===== src/rtl/uart_pkg.sv =====
// Shared types and helpers for the UART transmit-side arbitration logic.
package uart_pkg;

   localparam int BYTE_W = 8;

   typedef enum logic {
      ARB  = 1'b0,
      HOLD = 1'b1
   } arb_state_t;

   // Index width for a vector of n requesters; never narrower than one bit.
   function automatic int uart_idx_w(input int n);
      return (n > 1) ? $clog2(n) : 1;
   endfunction

endpackage


===== src/rtl/rr_priority_picker.sv =====
// Combinational round-robin picker: the first set request strictly after rr_ptr wins,
// wrapping modulo NUM_REQ.
module rr_priority_picker
   import uart_pkg::*;
#(
   parameter int  NUM_REQ = 4,
   localparam int IDX_W   = uart_idx_w(NUM_REQ)
) (
   input  logic [NUM_REQ-1:0] req,
   input  logic [IDX_W-1:0]   rr_ptr,
   output logic               any_valid,
   output logic [IDX_W-1:0]   winner
);

   // Walk offsets from farthest to nearest so the nearest set request is written last.
   always_comb begin
      // NOTE: every output gets a default first so no path leaves it unassigned (no latch).
      any_valid = 1'b0;
      winner    = '0;
      for (int off = NUM_REQ; off >= 1; off--) begin
         if (req[(int'(rr_ptr) + off) % NUM_REQ]) begin
            any_valid = 1'b1;
            winner    = IDX_W'((int'(rr_ptr) + off) % NUM_REQ);
         end
      end
   end

endmodule


===== src/rtl/uart_tx_arbiter.sv =====
// Round-robin arbiter with packet lock that shares one UART byte transmitter between
// NUM_REQ producers through a one-byte output buffer.
module uart_tx_arbiter
   import uart_pkg::*;
#(
   parameter int  NUM_REQ   = 4,
   parameter int  MAX_BURST = 16,
   localparam int IDX_W     = uart_idx_w(NUM_REQ)
) (
   input  logic                      uart_samplig_clk,
   input  logic                      reset,
   input  logic [NUM_REQ-1:0]        req_valid,
   input  logic [NUM_REQ-1:0]        req_last,
   input  logic [BYTE_W*NUM_REQ-1:0] req_data,
   output logic [NUM_REQ-1:0]        req_ready,
   output logic                      tx_valid,
   input  logic                      tx_ready,
   output logic [BYTE_W-1:0]         tx_data,
   output logic [IDX_W-1:0]          grant_id,
   output logic                      busy
);

   arb_state_t       state;
   arb_state_t       next_state;
   logic [IDX_W-1:0] rr_ptr;
   logic [7:0]       burst_cnt;
   logic             any_valid;
   logic [IDX_W-1:0] winner;
   logic             slot_free;
   logic             accept;
   logic             pkt_end;

   rr_priority_picker #(
      .NUM_REQ (NUM_REQ)
   ) u_picker (
      .req       (req_valid),
      .rr_ptr    (rr_ptr),
      .any_valid (any_valid),
      .winner    (winner)
   );

   // The buffer can take a byte when empty or when it is being drained this same edge.
   assign slot_free = !tx_valid || tx_ready;
   assign accept    = (state == HOLD) && slot_free && req_valid[grant_id];
   assign pkt_end   = accept && (req_last[grant_id] || (burst_cnt == 8'(MAX_BURST - 1)));
   assign busy      = (state == HOLD) || tx_valid;

   always_ff @(posedge uart_samplig_clk) begin
      // NOTE: sequential state uses non-blocking assignments so every register samples
      // pre-edge values regardless of statement order.
      if (reset) state <= ARB;
      else       state <= next_state;
   end

   always_comb begin
      next_state = state;
      req_ready  = '0;
      case (state)
         ARB:  if (any_valid) next_state = HOLD;
         HOLD: begin
            req_ready[grant_id] = slot_free;
            if (pkt_end) next_state = ARB;
         end
         default: next_state = ARB;
      endcase
   end

   // Loading a new byte takes priority over clearing tx_valid on a drain.
   always_ff @(posedge uart_samplig_clk) begin
      if (reset) begin
         tx_valid  <= 1'b0;
         tx_data   <= '0;
         grant_id  <= '0;
         burst_cnt <= '0;
         rr_ptr    <= IDX_W'(NUM_REQ - 1);
      end else begin
         if (state == ARB && any_valid) begin
            grant_id  <= winner;
            burst_cnt <= '0;
         end
         if (accept) begin
            tx_data   <= req_data[BYTE_W*grant_id +: BYTE_W];
            tx_valid  <= 1'b1;
            burst_cnt <= burst_cnt + 8'd1;
            if (pkt_end) rr_ptr <= grant_id;
         end else if (tx_ready) begin
            tx_valid <= 1'b0;
         end
      end
   end

endmodule


===== config.mk =====
export PLATFORM = sky130hd
export DESIGN_NAME = uart_tx_arbiter
export DESIGN_NICKNAME = d
export VERILOG_FILES = /design/src/rtl/uart_pkg.sv /design/src/rtl/rr_priority_picker.sv /design/src/rtl/uart_tx_arbiter.sv
export SDC_FILE = /design/constraint.sdc
export NUM_CORES = 1
export LEC_CHECK = 0
export BUFFER_PORTS_ARGS = -buffer_cell sky130_fd_sc_hd__buf_2
export CAP_MARGIN = 25
export CORE_MARGIN = 1
export CORE_UTILIZATION = 46
export CTS_BUF_LIST = sky130_fd_sc_hd__clkbuf_16
export DETAILED_ROUTE_END_ITERATION = 8
export PLACE_DENSITY = 0.84
export SKIP_LAST_GASP = 1
export SLEW_MARGIN = 20
export SYNTH_ARGS = -nofsm -noshare
export SYNTH_HDL_FRONTEND = slang
export SYNTH_SLANG_ARGS = --single-unit

===== constraint.sdc =====
create_clock -name uart_samplig_clk -period 1.8 [get_ports uart_samplig_clk]
set_input_delay 0.18 -clock uart_samplig_clk [delete_from_list [all_inputs] [get_ports uart_samplig_clk]]
set_output_delay 0.18 -clock uart_samplig_clk [all_outputs]
set_load 0.02 [all_outputs]

* Word-level counts from Yosys, hierarchy flattened
Index checks and enable logic that the tools add are counted.
** Operators by class
- Reduce and logical (&&, ||, !) cells :: 16
- Mux-type cells :: 34
- Add/sub/neg operators :: 5
- Order comparisons :: 6
- Shift operators :: 1
- Bitwise gates (word level) :: 6
- Eq/ne operators :: 1
** Operator list (count)
- $shiftx 32x6->8 :: 1
- $mux 1 :: 19
- $lt 3x4->1 const B :: 4
- $mux 8 :: 2
- $bmux 1 s2 :: 6
- $add 8x1->8 const B :: 1
- $eq 8x4->1 const B :: 1
- $mux 2 :: 4
- $reduce_or 2->1 :: 4
- $logic_and 1x1->1 :: 5
- $add 2x1->2 const B :: 2
- $add 2x2->2 const B :: 2
- $and 1x1->1 const A :: 4
- $and 4x4->4 :: 1
- $mux 4 :: 1
- $reduce_bool 2->1 :: 2
- $logic_or 1x1->1 :: 3
- $lt 2x3->1 const B :: 1
- $demux 1 s2 :: 1
- $ge 2x1->1 const B :: 1
- $pmux 1 s2 :: 1
- $reduce_and 2->1 :: 1
- $logic_not 1->1 :: 1
- $not 1->1 :: 1
** Storage, ports and cells
- Register bits :: 22
- Output and inout port bits :: 16
- Logic and storage cells :: 75
- Input port bits :: 43

* Longest topological paths before layout
Gate-level depths: netlist (run 1).
- Depth after elaboration :: 13
- Depth in mapped cells :: 7
- Mapped depth without buffers :: 5

* Cells and area by module
From an unflattened synthesis (run 1), not the netlist that was laid out.
** Unflattened totals
- Cell total of the unflattened synthesis :: 143
- Area total of the unflattened synthesis :: 1293.7 sq um
** By module, submodules not included
- uart_tx_arbiter :: seq. area each 440.4 sq um, cells an instance 129, area an instance 1202.4 sq um, instances 1
- rr_priority_picker :: seq. area each 0.0 sq um, cells an instance 14, area an instance 91.3 sq um, instances 1

* Worst setup path before layout (run 1)
Ideal clock, no wire load.
- Path type :: register -> register
- Start point :: reg grant_id[0]
- End point :: reg burst_cnt[2]
- Period minus slack after synthesis :: 1806 ps
- Arrival time :: 1677 ps
- Cell stages (with the launch flop) :: 8
- Slack :: -6 ps
- Buffers on the path :: 3
- Setup time :: 129 ps
- Required time :: 1671 ps
- Cells stage by stage :: dfxtp_1 -> buf_6 -> mux4_2 -> and3_1 -> buf_6 -> buf_6 -> nand3b_1 -> a31oi_1
** On the way
- Longest elaborated chain between the ends :: 4
- Elaborated cells on any way between the ends :: 5
- Those cells by class :: mux: 3; reduce/logical: 2
** Ends and longest elaborated chain
- start: declaration :: line uart_tx_arbiter.sv:19 : output logic [IDX_W-1:0] grant_id,
- start signal: assignment :: line uart_tx_arbiter.sv:78 : grant_id <= winner;
- $bmux 1 s2 * :: line uart_tx_arbiter.sv:44 : assign accept = (state == HOLD) && slot_free && req_valid[grant_id];
- $mux 1 (not written as such) * :: line uart_tx_arbiter.sv:44
- $logic_and 1x1->1 * :: line uart_tx_arbiter.sv:44
- $mux 8 or $reduce_bool 2->1 (tied branches)
- end signal: assignment :: line uart_tx_arbiter.sv:84 : burst_cnt <= burst_cnt + 8'd1;
- end: declaration :: line uart_tx_arbiter.sv:26 : logic [7:0] burst_cnt;
Mark *: on every way between the ends. The rest lies on a longest branch, timed or not. The select of a mux whose other input is x is not followed.
A chain may end at the register's enable or synchronous reset.

* Final worst setup path (run 1)
- Start point :: reg grant_id[0]
- End point :: reg burst_cnt[5]
Same word-level chain as after synthesis.

==> metrics.txt, run 1 <==
# TYPE chip_impl_metric gauge
chip_impl_info{name="status",value="complete, no violations"} 1
chip_impl_metric{name="powerDensity",unit="mW/mm2"} 884
chip_impl_info{name="clk_root_buffer_cell",value="sky130_fd_sc_hd__clkbuf_16"} 1
chip_impl_metric{name="synthesis.area",unit="mm2"} 0.00131
chip_impl_metric{name="yosys_register_bits",unit=""} 22
chip_impl_metric{name="clkLatencyLatePin",unit="ns"} 0.25
chip_impl_info{name="cp-endpoint",value="burst_cnt[5]$_SDFFE_PP0P_"} 1
chip_impl_info{name="synth_ff_type",value="sky130_fd_sc_hd__dfxtp_1"} 1
chip_impl_metric{name="yosysUniqueCellTypes",unit=""} 39
chip_impl_metric{name="grt_pass1_wl",unit="um"} 5300
chip_impl_metric{name="clk_transition_reported_paths",unit="ns"} 0.06
chip_impl_metric{name="synth.top_cell.area_share",unit="%"} 33.6
chip_impl_metric{name="seqCellArea",unit="um2"} 442
chip_impl_metric{name="core",unit="mm2"} 0.00273
chip_impl_metric{name="initial_core_util",unit="%"} 48.0
chip_impl_metric{name="critPathRequiredTime",unit="ns"} 1.93
chip_impl_metric{name="die_h",unit="um"} 55.4
chip_impl_metric{name="worst_ir_drop_vdd",unit="uV"} 620
chip_impl_metric{name="cap_violations",unit=""} 0
chip_impl_metric{name="finalCritPeriodShare",unit="%"} 93.8
chip_impl_info{name="reg2reg_from",value="grant_id[0]$_SDFFE_PP0P_"} 1
chip_impl_info{name="cts_tree",value="yes"} 1
chip_impl_metric{name="finalWorstPathRequiredPeriod",unit="ns"} 1.69
chip_impl_metric{name="tritoncts.num_buffers",unit=""} 3
chip_impl_metric{name="critical_path_peak_fanout",unit=""} 13
chip_impl_metric{name="path_buf_inv",unit=""} 0
chip_impl_metric{name="tns",unit="ns"} 0
chip_impl_info{name="critical_path.reg2reg.endpoint",value="burst_cnt[5]$_SDFFE_PP0P_"} 1
chip_impl_metric{name="fp.dieW",unit="um"} 55.4
chip_impl_metric{name="footprint_of_the_multi_input_gates",unit="um2"} 757
chip_impl_metric{name="routed-via-count",unit=""} 1276
chip_impl_metric{name="grtUsageTotal",unit="%"} 21.5
chip_impl_metric{name="dr.pass1.iters",unit=""} 4
chip_impl_metric{name="routed_wire_length_per_instance",unit="um"} 13.7
chip_impl_info{name="synth.area.top_cells",value="sky130_fd_sc_hd__dfxtp_1 34%, sky130_fd_sc_hd__mux4_2 10%, sky130_fd_sc_hd__mux4_1 8.0%, sky130_fd_sc_hd__a21oi_1 7.6%, sky130_fd_sc_hd__nand2_1 6.6%"} 1
chip_impl_metric{name="synth_nets",unit=""} 184
chip_impl_metric{name="timing.final.max_slew_violations",unit=""} 0
chip_impl_metric{name="drt_iter0_drc",unit=""} 33
chip_impl_metric{name="synthesis.instances",unit=""} 140
chip_impl_metric{name="vias_per_cell",unit=""} 5.62
chip_impl_metric{name="buffer_ports.inserted",unit=""} 58
chip_impl_info{name="hp-class",value="in -> reg"} 1
chip_impl_metric{name="worst_path_largest_cell_delay",unit="ns"} 0.52
chip_impl_metric{name="synth_async_sr_flop_share",unit="%"} 0
chip_impl_metric{name="wirelength",unit="um"} 3100
chip_impl_metric{name="htree_levels",unit=""} 1
chip_impl_info{name="timing.setup.critical_path_class",value="reg -> reg"} 1
chip_impl_info{name="yosysTopAreaCell",value="sky130_fd_sc_hd__dfxtp_1"} 1
chip_impl_metric{name="final_instance_area",unit="mm2"} 0.00169
chip_impl_info{name="critical_path.top_delay_family",value="multiplexers"} 1
chip_impl_metric{name="yosysWarningCount",unit=""} 0
chip_impl_metric{name="placement_cell_area",unit="mm2"} 0.00158
chip_impl_metric{name="final_layout_size_suffix_gt1_share",unit="%"} 39.3
chip_impl_metric{name="regToRegSetupSlack",unit="ns"} 0.11
chip_impl_metric{name="slew_headroom",unit="%"} 68.4
chip_impl_metric{name="post_cts_buffers",unit=""} 0
chip_impl_metric{name="critical_path_arrival",unit="ns"} 1.81
chip_impl_metric{name="p_leak",unit="nW"} 0.745
chip_impl_metric{name="synth-seq-area-share",unit="%"} 33.6
chip_impl_metric{name="antenna-diode-count",unit=""} 0
chip_impl_metric{name="antenna_found_initial",unit=""} 0
chip_impl_info{name="cp_cell_sequence",value="mux4_2 > and3_1 > a41oi_1 > a311oi_1"} 1
chip_impl_metric{name="cts.sinks",unit=""} 22
chip_impl_metric{name="core.rowCount",unit=""} 19
chip_impl_metric{name="cts_hold_buffers",unit=""} 0
chip_impl_metric{name="utilization",unit="%"} 61.6
chip_impl_metric{name="tightestPinTransition",unit="ns"} 0.474
chip_impl_metric{name="postCtsResizedCells",unit=""} 0
chip_impl_metric{name="fmax",unit="MHz"} 592
chip_impl_info{name="unrepaired_setup_endpoints_after_global_routing",value="false"} 1
chip_impl_metric{name="gr-total-overflow",unit=""} 0
chip_impl_metric{name="nFillCells",unit=""} 231
chip_impl_info{name="setup.worst_path.end_class",value="register"} 1
chip_impl_metric{name="clockBufferDepth",unit=""} 2
chip_impl_info{name="critical_path.slowest_cell",value="sky130_fd_sc_hd__mux4_2"} 1
chip_impl_metric{name="avgSynthCellArea",unit="um2"} 9.38
chip_impl_metric{name="ant_nets",unit=""} 0
chip_impl_metric{name="first_global_vias",unit=""} 1307
chip_impl_metric{name="floorplan.die_area",unit="mm2"} 0.00307
chip_impl_metric{name="timing_hold_violations_final",unit=""} 0
chip_impl_metric{name="drc_errors",unit=""} 0
chip_impl_metric{name="grt_max_degree",unit=""} 26
chip_impl_metric{name="hpwlAfterDp",unit="um"} 2290
chip_impl_info{name="cp-start-kind",value="register"} 1
chip_impl_metric{name="boundaryPins",unit=""} 59
chip_impl_metric{name="finish.net_count",unit=""} 241
chip_impl_metric{name="place_congestion",unit=""} 0.765
chip_impl_metric{name="depth_of_the_critical_timing_path_with_buffers_and_inverters_included",unit=""} 4
chip_impl_metric{name="area_growth",unit="%"} 28.4
chip_impl_metric{name="rr_worst_depth",unit=""} 4
chip_impl_metric{name="edff_count_synth",unit=""} 0
chip_impl_metric{name="clock_skew",unit="ns"} 0.00419
chip_impl_metric{name="setup_viol",unit=""} 0
chip_impl_info{name="critPathLaunch",value="grant_id[0]$_SDFFE_PP0P_"} 1
==> placed cells by master, fill, tap and decap left out, types with 2 or more instances in the layout <==
cell type / instances
sky130_fd_sc_hd__mux4_2: 6
sky130_fd_sc_hd__buf_4: 5
sky130_fd_sc_hd__a311oi_1: 3
sky130_fd_sc_hd__mux2i_1: 3
sky130_fd_sc_hd__nor2_1: 9
sky130_fd_sc_hd__clkbuf_16: 3
sky130_fd_sc_hd__mux4_1: 4
sky130_fd_sc_hd__a31oi_1: 2
sky130_fd_sc_hd__inv_1: 4
sky130_fd_sc_hd__a21oi_1: 20
sky130_fd_sc_hd__nand2b_1: 3
sky130_fd_sc_hd__nand3b_1: 2
sky130_fd_sc_hd__dfxtp_1: 21
sky130_fd_sc_hd__nand3_1: 5
sky130_fd_sc_hd__nor3_1: 2
sky130_fd_sc_hd__nand2_1: 23
sky130_fd_sc_hd__buf_2: 58
sky130_fd_sc_hd__and3_1: 2
==> routing by layer <==
layer / global-route usage, % / share of wire [%] / vias to the layer above
li1: - / - / 634
met1: 23.5 / 39 / 576
met2: 41.0 / 52 / 58
met3: 3.28 / 6.4 / 8
met4: 8.57 / 1.8 / 0
met5: 0 / 0 / -
==> registers in the layout (all words and copies together), names as in the netlist <==
| signal | flops |
|---|---|
| burst_cnt | 8 |
| tx_data | 8 |
| rr_ptr | 2 |
| tx_valid | 1 |
| grant_id | 2 |
| state | 1 |
==> how the worst min path moves through the flow <==
| stage | startpoint | end | slack, ns | cells past startpoint |
|---|---|---|---|---|
| finish | tx_ready | tx_valid$_SDFFE_PP0P_ | 0.31 | 3 |
| global route | tx_ready | tx_valid$_SDFFE_PP0P_ | 0.33 | 3 |
| CTS | tx_ready | tx_valid$_SDFFE_PP0P_ | 0.32 | 3 |
| detailed placement | tx_data[7]$_SDFFE_PP0P_ | tx_data[7]$_SDFFE_PP0P_ | 0.45 | 2 |
| global placement | tx_data[7]$_SDFFE_PP0P_ | tx_data[7]$_SDFFE_PP0P_ | 0.44 | 2 |
| floorplan | reset | burst_cnt[0]$_SDFFE_PP0P_ | 0.40 | 2 |
==> area by class of cell <==
class	count	share of cell area (%)
well taps	31	2.30
flip-flops and latches	22	26.2
clock buffers	3	4.45
inverters	4	0.891
multi-input cells	103	44.9
clock inverters	1	1.78
repair buffers	63	19.5
==> logic make-up (layout without fill, tap and decap cells) <==
logic type	count (synthesis)	count (layout)	share of synthesized area (%)
AOI/OAI and AO/OA	35	35	16.2
muxes	13	13	20.6
buffers and inverters	15	71	8.77
and+or+nand+nor	54	54	19.9
DFF	22	22	33.6
adders and majority gates	1	1	0.953
==> metrics by stage <==
step / instances / hold WS (ns) / worst slack [ns] / power (W)
finish: 227 / 0.311 / 0.112 / 0.00149
global route: 227 / 0.331 / 0.0210 / 0.00154
global placement: 223 / 0.441 / 0.190 / 0.000869
CTS: 227 / 0.315 / 0.127 / 0.00149
detailed placement: 223 / 0.446 / 0.144 / 0.000874
floorplan: 140 / 0.404 / 0.0757 / 0.000786
==> Yosys cell counts (2+ instances only) <==
| cell | instances |
|---|---|
| sky130_fd_sc_hd__nand2_1 | 23 |
| sky130_fd_sc_hd__dfxtp_1 | 22 |
| sky130_fd_sc_hd__a21oi_1 | 20 |
| sky130_fd_sc_hd__nor2_1 | 9 |
| sky130_fd_sc_hd__mux4_2 | 6 |
| sky130_fd_sc_hd__buf_6 | 5 |
| sky130_fd_sc_hd__nand3_1 | 5 |
| sky130_fd_sc_hd__inv_1 | 4 |
| sky130_fd_sc_hd__mux4_1 | 4 |
| sky130_fd_sc_hd__a311oi_1 | 3 |
| sky130_fd_sc_hd__mux2i_1 | 3 |
| sky130_fd_sc_hd__nand2b_1 | 3 |
| sky130_fd_sc_hd__a31oi_1 | 2 |
| sky130_fd_sc_hd__and3_1 | 2 |
| sky130_fd_sc_hd__buf_4 | 2 |
| sky130_fd_sc_hd__clkbuf_1 | 2 |
| sky130_fd_sc_hd__nand3b_1 | 2 |
| sky130_fd_sc_hd__nor3_1 | 2 |
==> worst min-delay path: cells and delay by family <==
family / cells / cell delay (ns)
AOI/OAI and AO/OA: 1 / 0.08
buffers and inverters: 1 / 0.07
and+or+nand+nor: 1 / 0.18
==> report_power, final <==
part           total (W)  internal, W  switching, W
Combinational   0.000328     0.000154      0.000174
Sequential      0.000539     0.000516     0.0000230
Clock           0.000624     0.000442      0.000182
Total            0.00149      0.00111      0.000379
(Power assumes the default switching activity.)
==> run 2: changes to the inputs <==
CORE_ASPECT_RATIO = 2   (was unset)
==> metrics.txt, run 2 (synthesis results as in run 1) <==
# TYPE chip_impl_metric gauge
chip_impl_metric{name="tritoncts.num_buffers",unit=""} 3
chip_impl_metric{name="htree_levels",unit=""} 1
chip_impl_metric{name="vias_per_cell",unit=""} 5.68
chip_impl_metric{name="finalCritPeriodShare",unit="%"} 92.0
chip_impl_metric{name="clockBufferDepth",unit=""} 2
chip_impl_metric{name="antenna_found_initial",unit=""} 0
chip_impl_metric{name="cap_violations",unit=""} 0
chip_impl_metric{name="ant_nets",unit=""} 0
chip_impl_info{name="unrepaired_setup_endpoints_after_global_routing",value="false"} 1
chip_impl_metric{name="clk_transition_reported_paths",unit="ns"} 0.06
chip_impl_metric{name="drt_iter0_drc",unit=""} 38
chip_impl_metric{name="depth_of_the_critical_timing_path_with_buffers_and_inverters_included",unit=""} 5
chip_impl_metric{name="final_cell_count_no_fill",unit=""} 224
chip_impl_metric{name="fmax",unit="MHz"} 604
chip_impl_metric{name="fp.dieW",unit="um"} 39.8
chip_impl_metric{name="first_global_vias",unit=""} 1129
chip_impl_metric{name="routed-via-count",unit=""} 1273
chip_impl_metric{name="antenna-diode-count",unit=""} 0
chip_impl_metric{name="timing_hold_violations_final",unit=""} 0
chip_impl_metric{name="final_instance_area",unit="mm2"} 0.00165
chip_impl_metric{name="powerDensity",unit="mW/mm2"} 799
chip_impl_metric{name="critical_path_peak_fanout",unit=""} 10
chip_impl_metric{name="timing.final.max_slew_violations",unit=""} 0
chip_impl_metric{name="rr_worst_depth",unit=""} 5
chip_impl_metric{name="p_leak",unit="nW"} 0.727
chip_impl_metric{name="finish.net_count",unit=""} 240
chip_impl_metric{name="cts_hold_buffers",unit=""} 0
chip_impl_metric{name="core.rowCount",unit=""} 27
chip_impl_metric{name="tns",unit="ns"} 0
chip_impl_metric{name="hpwlAfterDp",unit="um"} 2290
chip_impl_metric{name="setup_viol",unit=""} 0
chip_impl_metric{name="cts.sinks",unit=""} 22
chip_impl_metric{name="worst_ir_drop_vdd",unit="uV"} 669
chip_impl_info{name="largestRegisters",value="burst_cnt: 8 flops, tx_data: 8 flops"} 1
chip_impl_info{name="critical_path.slowest_cell",value="sky130_fd_sc_hd__mux4_2"} 1
chip_impl_info{name="timing.setup.critical_path_class",value="reg -> reg"} 1
chip_impl_metric{name="area_growth",unit="%"} 25.6
chip_impl_metric{name="die_h",unit="um"} 77.5
chip_impl_info{name="cp-start-kind",value="register"} 1
chip_impl_info{name="setup.worst_path.end_class",value="register"} 1
chip_impl_metric{name="place_congestion",unit=""} 0.787
chip_impl_metric{name="dr.pass1.iters",unit=""} 6
chip_impl_info{name="reg2reg_from",value="grant_id[0]$_SDFFE_PP0P_"} 1
chip_impl_metric{name="grt_pass1_wl",unit="um"} 4710
chip_impl_metric{name="placement_cell_area",unit="mm2"} 0.00157
chip_impl_metric{name="wirelength",unit="um"} 2930
chip_impl_metric{name="worst_path_largest_cell_delay",unit="ns"} 0.52
chip_impl_metric{name="boundaryPins",unit=""} 59
chip_impl_info{name="critical_path.top_delay_family",value="multiplexers"} 1
chip_impl_metric{name="post_cts_buffers",unit=""} 0
chip_impl_info{name="worstHoldEndpoint",value="grant_id[0]$_SDFFE_PP0P_"} 1
chip_impl_metric{name="grt_max_degree",unit=""} 26
chip_impl_metric{name="core",unit="mm2"} 0.00274
chip_impl_info{name="cts_tree",value="yes"} 1
chip_impl_metric{name="regToRegSetupSlack",unit="ns"} 0.14
chip_impl_info{name="layout_common_cells",value="58 x sky130_fd_sc_hd__buf_2, 23 x sky130_fd_sc_hd__nand2_1, 21 x sky130_fd_sc_hd__dfxtp_1"} 1
chip_impl_metric{name="slew_headroom",unit="%"} 70.6
chip_impl_metric{name="buffer_ports.inserted",unit=""} 58
chip_impl_metric{name="clock_skew",unit="ns"} 0.00220
chip_impl_metric{name="initial_core_util",unit="%"} 48.0
chip_impl_metric{name="postCtsResizedCells",unit=""} 0
chip_impl_info{name="cp_cell_sequence",value="mux4_2 > and3_1 > buf_4 > nand2_1 > a21oi_1"} 1
chip_impl_metric{name="placed_cells_incl_taps",unit=""} 220
chip_impl_metric{name="floorplan.die_area",unit="mm2"} 0.00308
chip_impl_metric{name="final_layout_size_suffix_gt1_share",unit="%"} 38.5
chip_impl_metric{name="critical_path_arrival",unit="ns"} 1.77
chip_impl_info{name="layout_commonest_cell",value="sky130_fd_sc_hd__buf_2"} 1
chip_impl_info{name="hp-class",value="in -> reg"} 1
chip_impl_metric{name="drc_errors",unit=""} 0
chip_impl_metric{name="routed_wire_length_per_instance",unit="um"} 13.1
chip_impl_info{name="clk_root_buffer_cell",value="sky130_fd_sc_hd__clkbuf_16"} 1
chip_impl_metric{name="finalWorstPathRequiredPeriod",unit="ns"} 1.66
chip_impl_metric{name="grtUsageTotal",unit="%"} 20.9
chip_impl_info{name="status",value="complete, no violations"} 1
chip_impl_metric{name="clkLatencyLatePin",unit="ns"} 0.25
chip_impl_metric{name="critPathRequiredTime",unit="ns"} 1.92
chip_impl_metric{name="gr-total-overflow",unit=""} 0
chip_impl_info{name="critical_path.reg2reg.endpoint",value="tx_data[7]$_SDFFE_PP0P_"} 1
chip_impl_info{name="timing.hold.worst.start",value="req_valid[0]"} 1
chip_impl_metric{name="tightestPinTransition",unit="ns"} 0.441
chip_impl_metric{name="whs_path_depth",unit=""} 3
chip_impl_metric{name="path_buf_inv",unit=""} 1
## run 2: area by class of cell
| class | count | area [um2] |
|---|---|---|
| clock buffers | 3 | 75.1 |
| clock inverters | 1 | 3.75 |
| flip-flops and latches | 22 | 442 |
| multi-input cells | 103 | 757 |
| fillers | 245 | 1090 |
| repair buffers | 62 | 320 |
| well taps | 29 | 36.3 |
| inverters | 4 | 15.0 |
## run 2: layer usage
metal | GRT usage, % | up-vias | share of wire [%] | wire length (um)
li1 | - | 631 | - | -
met1 | 26.0 | 599 | 38 | 1120
met2 | 34.9 | 41 | 57 | 1660
met3 | 2.57 | 2 | 4.1 | 121
met4 | 7.59 | 0 | 0.85 | 25
met5 | 0 | - | 0 | 0
## run 2: worst reg2reg max path, stage by stage (launching register included)
cell and delay [ns]:
sky130_fd_sc_hd__dfxtp_2 0.35, sky130_fd_sc_hd__mux4_2 0.52, sky130_fd_sc_hd__and3_1 0.31, sky130_fd_sc_hd__buf_4 0.21, sky130_fd_sc_hd__nand2_1 0.07, sky130_fd_sc_hd__a21oi_1 0.06
## run 2: report_power, final
group	internal (W)	total (W)	leakage (nW)	switching, W
Clock	0.000296	0.000460	0.0385	0.000164
Combinational	0.000150	0.000317	0.509	0.000166
Sequential	0.000516	0.000542	0.179	0.0000252
Total	0.000963	0.00132	0.727	0.000355
## run 2: through the flow
stage	util, %	hold slack, ns	power (W)	setup WS, ns
6_report	60.3	0.322	0.00132	0.143
5_1_grt	60.3	0.372	0.00138	0.0546
4_1_cts	60.3	0.329	0.00133	0.154
3_5_place_dp	57.4	0.451	0.000870	0.157
3_3_place_gp	57.4	0.443	0.000862	0.211
2_1_floorplan	-	0.404	0.000786	0.0757
## run 2: worst max path at each step
| stage | end | from |
|---|---|---|
| after floorplan | burst_cnt[2]$_SDFFE_PP0P_ | grant_id[0]$_SDFFE_PP0P_ |
| after global routing | burst_cnt[5]$_SDFFE_PP0P_ | grant_id[0]$_SDFFE_PP0P_ |
| after CTS | tx_data[7]$_SDFFE_PP0P_ | grant_id[0]$_SDFFE_PP0P_ |
| after detailed placement | tx_data[7]$_SDFFE_PP0P_ | grant_id[0]$_SDFFE_PP0P_ |
| final | tx_data[7]$_SDFFE_PP0P_ | grant_id[0]$_SDFFE_PP0P_ |
| after global placement | tx_data[2]$_SDFFE_PP0P_ | grant_id[0]$_SDFFE_PP0P_ |
